File: src/rtl/oclib_cdc_bus_sender.sv
// ---------------------------------------------------------------------------
// oclib_cdc_bus_sender
//
// Source-domain half of a toggle-based bus handshake across a clock-domain
// crossing. A word accepted on the valid/ready side is registered onto
// cdc_data and announced by flipping cdc_req. The block then waits until the
// destination's acknowledge toggle (cdc_ack, synchronized through a
// Cycles-deep flop chain) matches cdc_req before accepting another word.
//
// Parameters:
//   Width         - data bits per transfer
//   Cycles        - synchronizer depth on cdc_ack (2..10)
//   TimeoutCycles - wait-for-ack limit when the timeout is built in (>= 1)
//
// Ports:
//   clock    in          source-domain clock
//   reset    in          synchronous, active-high reset
//   in_data  in  [Width] word to send
//   in_valid in          in_data is valid
//   in_ready out         block can accept a word (registered)
//   cdc_data out [Width] data held stable while a transfer is outstanding
//   cdc_req  out         request toggle (registered)
//   cdc_ack  in          acknowledge toggle, asynchronous to clock
//   error    out         sticky wait-for-ack timeout flag
//
// Optional feature: define OC_CDC_BUS_SENDER_TIMEOUT_EN to build the
// wait-for-ack timeout counter. Without it, error is tied low.
// ---------------------------------------------------------------------------
module oclib_cdc_bus_sender #(
  parameter int Width         = 32,
  parameter int Cycles        = 3,
  parameter int TimeoutCycles = 1024
) (
  input  logic             clock,
  input  logic             reset,
  input  logic [Width-1:0] in_data,
  input  logic             in_valid,
  output logic             in_ready,
  output logic [Width-1:0] cdc_data,
  output logic             cdc_req,
  input  logic             cdc_ack,
  output logic             error
);

  // Elaboration-time parameter checks.
  if ((Cycles < 2) || (Cycles > 10)) begin : g_bad_cycles
    $error("oclib_cdc_bus_sender: Cycles must be in 2..10");
  end
  if (TimeoutCycles < 1) begin : g_bad_timeout
    $error("oclib_cdc_bus_sender: TimeoutCycles must be >= 1");
  end

  typedef enum logic [0:0] {
    IDLE     = 1'b0,
    WAIT_ACK = 1'b1
  } state_t;

  state_t             state_r;
  state_t             state_next_s;
  logic               accept_s;
  logic               in_ready_r;
  logic               cdc_req_r;
  logic [Width-1:0]   cdc_data_r;
  logic [Cycles-1:0]  ack_pipe_r;
  logic               ack_sync_s;

  assign ack_sync_s = ack_pipe_r[Cycles-1];
  assign in_ready   = in_ready_r;
  assign cdc_req    = cdc_req_r;
  assign cdc_data   = cdc_data_r;

  // Ack synchronizer: a bare flop chain, cdc_ack feeds only the first stage.
  always_ff @(posedge clock) begin
    if (reset) begin
      ack_pipe_r <= {Cycles{1'b0}};
    end else begin
      ack_pipe_r <= {ack_pipe_r[Cycles-2:0], cdc_ack};
    end
  end

  // Next-state decode. A mismatch between ack_sync and cdc_req while IDLE
  // is a protocol violation by the far side and is deliberately ignored.
  always_comb begin
    state_next_s = state_r;
    accept_s     = 1'b0;
    case (state_r)
      IDLE: begin
        if (in_valid) begin
          accept_s     = 1'b1;
          state_next_s = WAIT_ACK;
        end else begin
          state_next_s = IDLE;
        end
      end
      WAIT_ACK: begin
        if (ack_sync_s == cdc_req_r) begin
          state_next_s = IDLE;
        end else begin
          state_next_s = WAIT_ACK;
        end
      end
      default: begin
        state_next_s = IDLE;
      end
    endcase
  end

  // State, ready and the crossing registers; data/req move only on accept.
  always_ff @(posedge clock) begin
    if (reset) begin
      state_r    <= IDLE;
      in_ready_r <= 1'b1;
      cdc_req_r  <= 1'b0;
      cdc_data_r <= {Width{1'b0}};
    end else begin
      state_r    <= state_next_s;
      in_ready_r <= (state_next_s == IDLE);
      if (accept_s) begin
        cdc_data_r <= in_data;
        cdc_req_r  <= ~cdc_req_r;
      end
    end
  end

`ifdef OC_CDC_BUS_SENDER_TIMEOUT_EN
  localparam int CntW = $clog2(TimeoutCycles + 1);

  logic [CntW-1:0] wait_cnt_r;
  logic            error_r;

  assign error = error_r;

  // Wait-for-ack counter: cleared on accept, saturates at TimeoutCycles,
  // and raises a sticky error the cycle it gets there. The transfer is not
  // abandoned; only reset clears the flag.
  always_ff @(posedge clock) begin
    if (reset) begin
      wait_cnt_r <= {CntW{1'b0}};
      error_r    <= 1'b0;
    end else if (accept_s) begin
      wait_cnt_r <= {CntW{1'b0}};
    end else if ((state_r == WAIT_ACK) && (wait_cnt_r != CntW'(TimeoutCycles))) begin
      wait_cnt_r <= wait_cnt_r + CntW'(1);
      if (wait_cnt_r == CntW'(TimeoutCycles - 1)) begin
        error_r <= 1'b1;
      end
    end
  end
`else
  assign error = 1'b0;
`endif

endmodule
File: config.mk
export PLATFORM = sky130hd
export DESIGN_NAME = oclib_cdc_bus_sender
export DESIGN_NICKNAME = d
export VERILOG_FILES = /design/src/rtl/oclib_cdc_bus_sender.sv
export SDC_FILE = /design/constraint.sdc
export NUM_CORES = 1
export LEC_CHECK = 0
export CORE_ASPECT_RATIO = 0.5
export CORE_UTILIZATION = 41
export DETAILED_ROUTE_END_ITERATION = 12
export PLACE_DENSITY = 0.87
export SLEW_MARGIN = 20
export SYNTH_ARGS = -nofsm -noshare
export SYNTH_HDL_FRONTEND = slang
export SYNTH_SLANG_ARGS = --single-unit
File: constraint.sdc
create_clock -name clock -period 2.4 [get_ports clock]
set_input_delay 0.36 -clock clock [delete_from_list [all_inputs] [get_ports clock]]
set_output_delay 0.36 -clock clock [all_outputs]
set_load 0.02 [all_outputs]
==> metrics.md <==
| Metric | Value |
|---|---|
| CTS Root Cell | `clkbuf_8` |
| Hold_buf cts | `0` |
| Met1 WL | `1320 um` |
| Met2 WL | `around 1700 um` |
| Initial antenna violation count | `0` |
| CTS tree | `yes` |
| Nets | `263` |
| Final worst path period need | `1680 ps` |
| PwrDens | `~660 nW/um^2` |
| Reg2reg end | `cdc_data[21]` |
| IO Pins | `a little over 70` |
| H-tree levels | `2` |
| Vias in the first global route | `between 1k and 1.5k` |
| Post-Syn Nets | `slightly below 200` |
| P&R area growth vs syn | `60.0%` |
| Req. time, crit path | `2040 ps` |
| CP max stage delay | `~630 ps` |
| Die height | `between 40 and 50 um` |
| Worst reg2reg setup slack | `~1100 ps` |
| Data arrival time of the critical path | `between 1000 and 1500 ps` |
| Die Width | `roughly 82 um` |
| Synth Cell Area | `around 1300 um^2` |
| Vias per Instance | `between 4 and 5` |
| Clk Latency, worst-skew pair | `roughly 280 ps` |
| Ys Warns | `0` |
| Fmax | `596 MHz` |
| Hold Fails Final Rpt | `0` |
| Commonest non-fill, non-tap cell in the layout | `clkdlybuf4s50_1` |
| Status | `finished clean` |
| Worst path bufs/invs | `1` |
| Worst Hold End | `ack_pipe_r[2]` |
| Global-route wire length before repair | `5040 um` |
| DR top layer | `met4` |
| Slowest CP cell | `clkdlybuf4s50_1` |
| Gr ovfl total | `0` |
| Post-synth top area cell | `dfxtp_1` |
| CP Class | `reg2out` |
| # DRC | `0` |
| Seq cells post-synth | `38` |
| Max_slew headroom | `66.7%` |
| Number of cells on the worst hold path | `1` |
| Peak supply drop | `around 0.44 mV` |
| Final core utilization | `69.3%` |
| Inserted Diodes | `0` |
| Tightest Pin Transition | `roughly 500 ps` |
| Worst-path cell chain | `clkdlybuf4s50_1` |
| CTS sink cnt | `38` |
| Die ar. | `around 3400 um^2` |
| Num CTS Buffers | `5` |
| Hold path start | `ack_pipe_r[1]` |
| Most frequent cells in the layout | `clkdlybuf4s50_1 (69), nand2_1 (64), dfxtp_1 (38)` |
| Reg clk slew, reported paths | `roughly 70 ps` |
| Avg WL per Cell | `around 12 um` |
| Post-CTS sizing | `0` |
| Setup crit start kind | `flip-flop` |
| Area of the core | `~3000 um^2` |
| Setup violation total in the final timing report | `0` |
| Share of layout cells above drive strength 1 | `~4.4%` |
| Clock skew | `around 3.6 ps` |
| Met3 routed WL | `114 um` |
| Routability Congestion | `around 0.69` |
| CP delay by family, top | `buffers and inverters` |
| Number of fill cells | `252` |
| Reg2reg path depth | `4` |
| HPWL Detailed | `between 2000 and 2500 um` |
| Mean post-synth cell area | `8.21 um^2` |
| Crit Path Max Fanout | `3` |
| Total track usage | `roughly a fifth` |
| RSZ-0062 raised after global routing | `no` |
| Largest net degree at the start of global routing | `33` |
| Share of the synthesized area in the top cell type | `58.3%` |
| I/O Buffers | `69` |
| Post-synthesis cell type count | `15` |
| Max clock buf depth | `2` |
| Final instance area | `2090 um^2` |
| Starting density of the core | `a little over two fifths` |
| Sequential element share of the synthesized area | `between 50% and 60%` |
| Synth area leaders | `dfxtp_1 (58%), nand2_1 (18%), a21oi_1 (12%)` |
| Worst Setup End Kind | `output pin` |
| Fin. max-slew vios | `0` |
| Wirelength, routed | `about 3200 um` |
| Drt first pass iters | `4` |
| Fin Setup TNS | `0 ps` |
| Part of the cycle the worst path needs | `between 60% and 70%` |
| Num rows | `14` |
| Max cap viols | `0` |
| Routed Antenna Nets | `0` |
| DRC marker count from the first detailed-route iteration | `between 40 and 50` |
| Buffers inserted by post-CTS timing repair | `0` |
| Leak | `just under 0.8 nW` |
| Vias | `roughly 1.2k` |
| Critical R2R Launch | `state_r` |
| Area of placed instances | `around 2000 um^2` |
| Worst hold path type | `reg2reg` |
| Cell count after synthesis | `159` |
power breakdown:
part,leakage (nW),switching [mW],internal (mW)
sequential,0.313,0.0226,0.673
combinational,0.433,0.133,0.147
clock,0.0383,0.200,0.200
total,0.784,0.356,1.02
logic make-up after synthesis:
kind of cell / count (synthesis) / synth area share, %
xor+xnor: 2 / 1.34
other cells: 1 / 0.287
buf+inv: 12 / 5.08
flops: 38 / 58.3
compound gates: 32 / 12.3
simple gates: 74 / 22.7
metrics by stage:
stage                     hold WS (ps)  setup slack (ps)  std cells  power (mW)
after floorplan                    414              1230        159       0.842
after global placement             416               619        260       0.982
after detailed placement           428               587        260       0.988
after CTS                          444               723        267        1.39
after global routing               461               693        267        1.43
final                              439               722        267        1.37
cell usage after synthesis:
master     n
buf_1      1
clkbuf_1   2
conb_1     1
buf_2      5
buf_4      4
or3_1      1
nor3_1     1
xnor2_1    2
nand2_1   64
nor2_1     2
nor2b_1    4
dfxtp_1   38
a21oi_1   32
nand2b_1   1
and2_1     1
registers in the layout (all words and copies together) (netlist names):
name / count
cdc_data: 32
in_ready: 1
ack_pipe_r: 3
cdc_req: 1
state_r: 1
routing by layer:
metal	vias up	track usage (%)
li1	634	-
met2	22	36.4
met3	4	4.62
met5	-	0
met1	583	21.2
met4	0	8.07
worst max path at each step:
stage,startpoint,end,cells after the start
detailed placement,in_valid,cdc_data[8],5
finish,cdc_req,cdc_req,1
global placement,in_valid,cdc_data[18],5
CTS,cdc_req,cdc_req,1
global route,cdc_req,cdc_req,1
floorplan,cdc_req,in_ready,3
layout make-up:
class / instances / area (um^2) / share of cell area [%]
repair buffers: 73 / 721 / 34.5
clock buffers: 7 / 76.3 / 3.65
well taps: 40 / 50.0 / 2.40
flip-flops and latches: 38 / 761 / 36.4
multi-input cells: 109 / 480 / 23.0
Note: power is estimated with default switching activity, not from simulation.
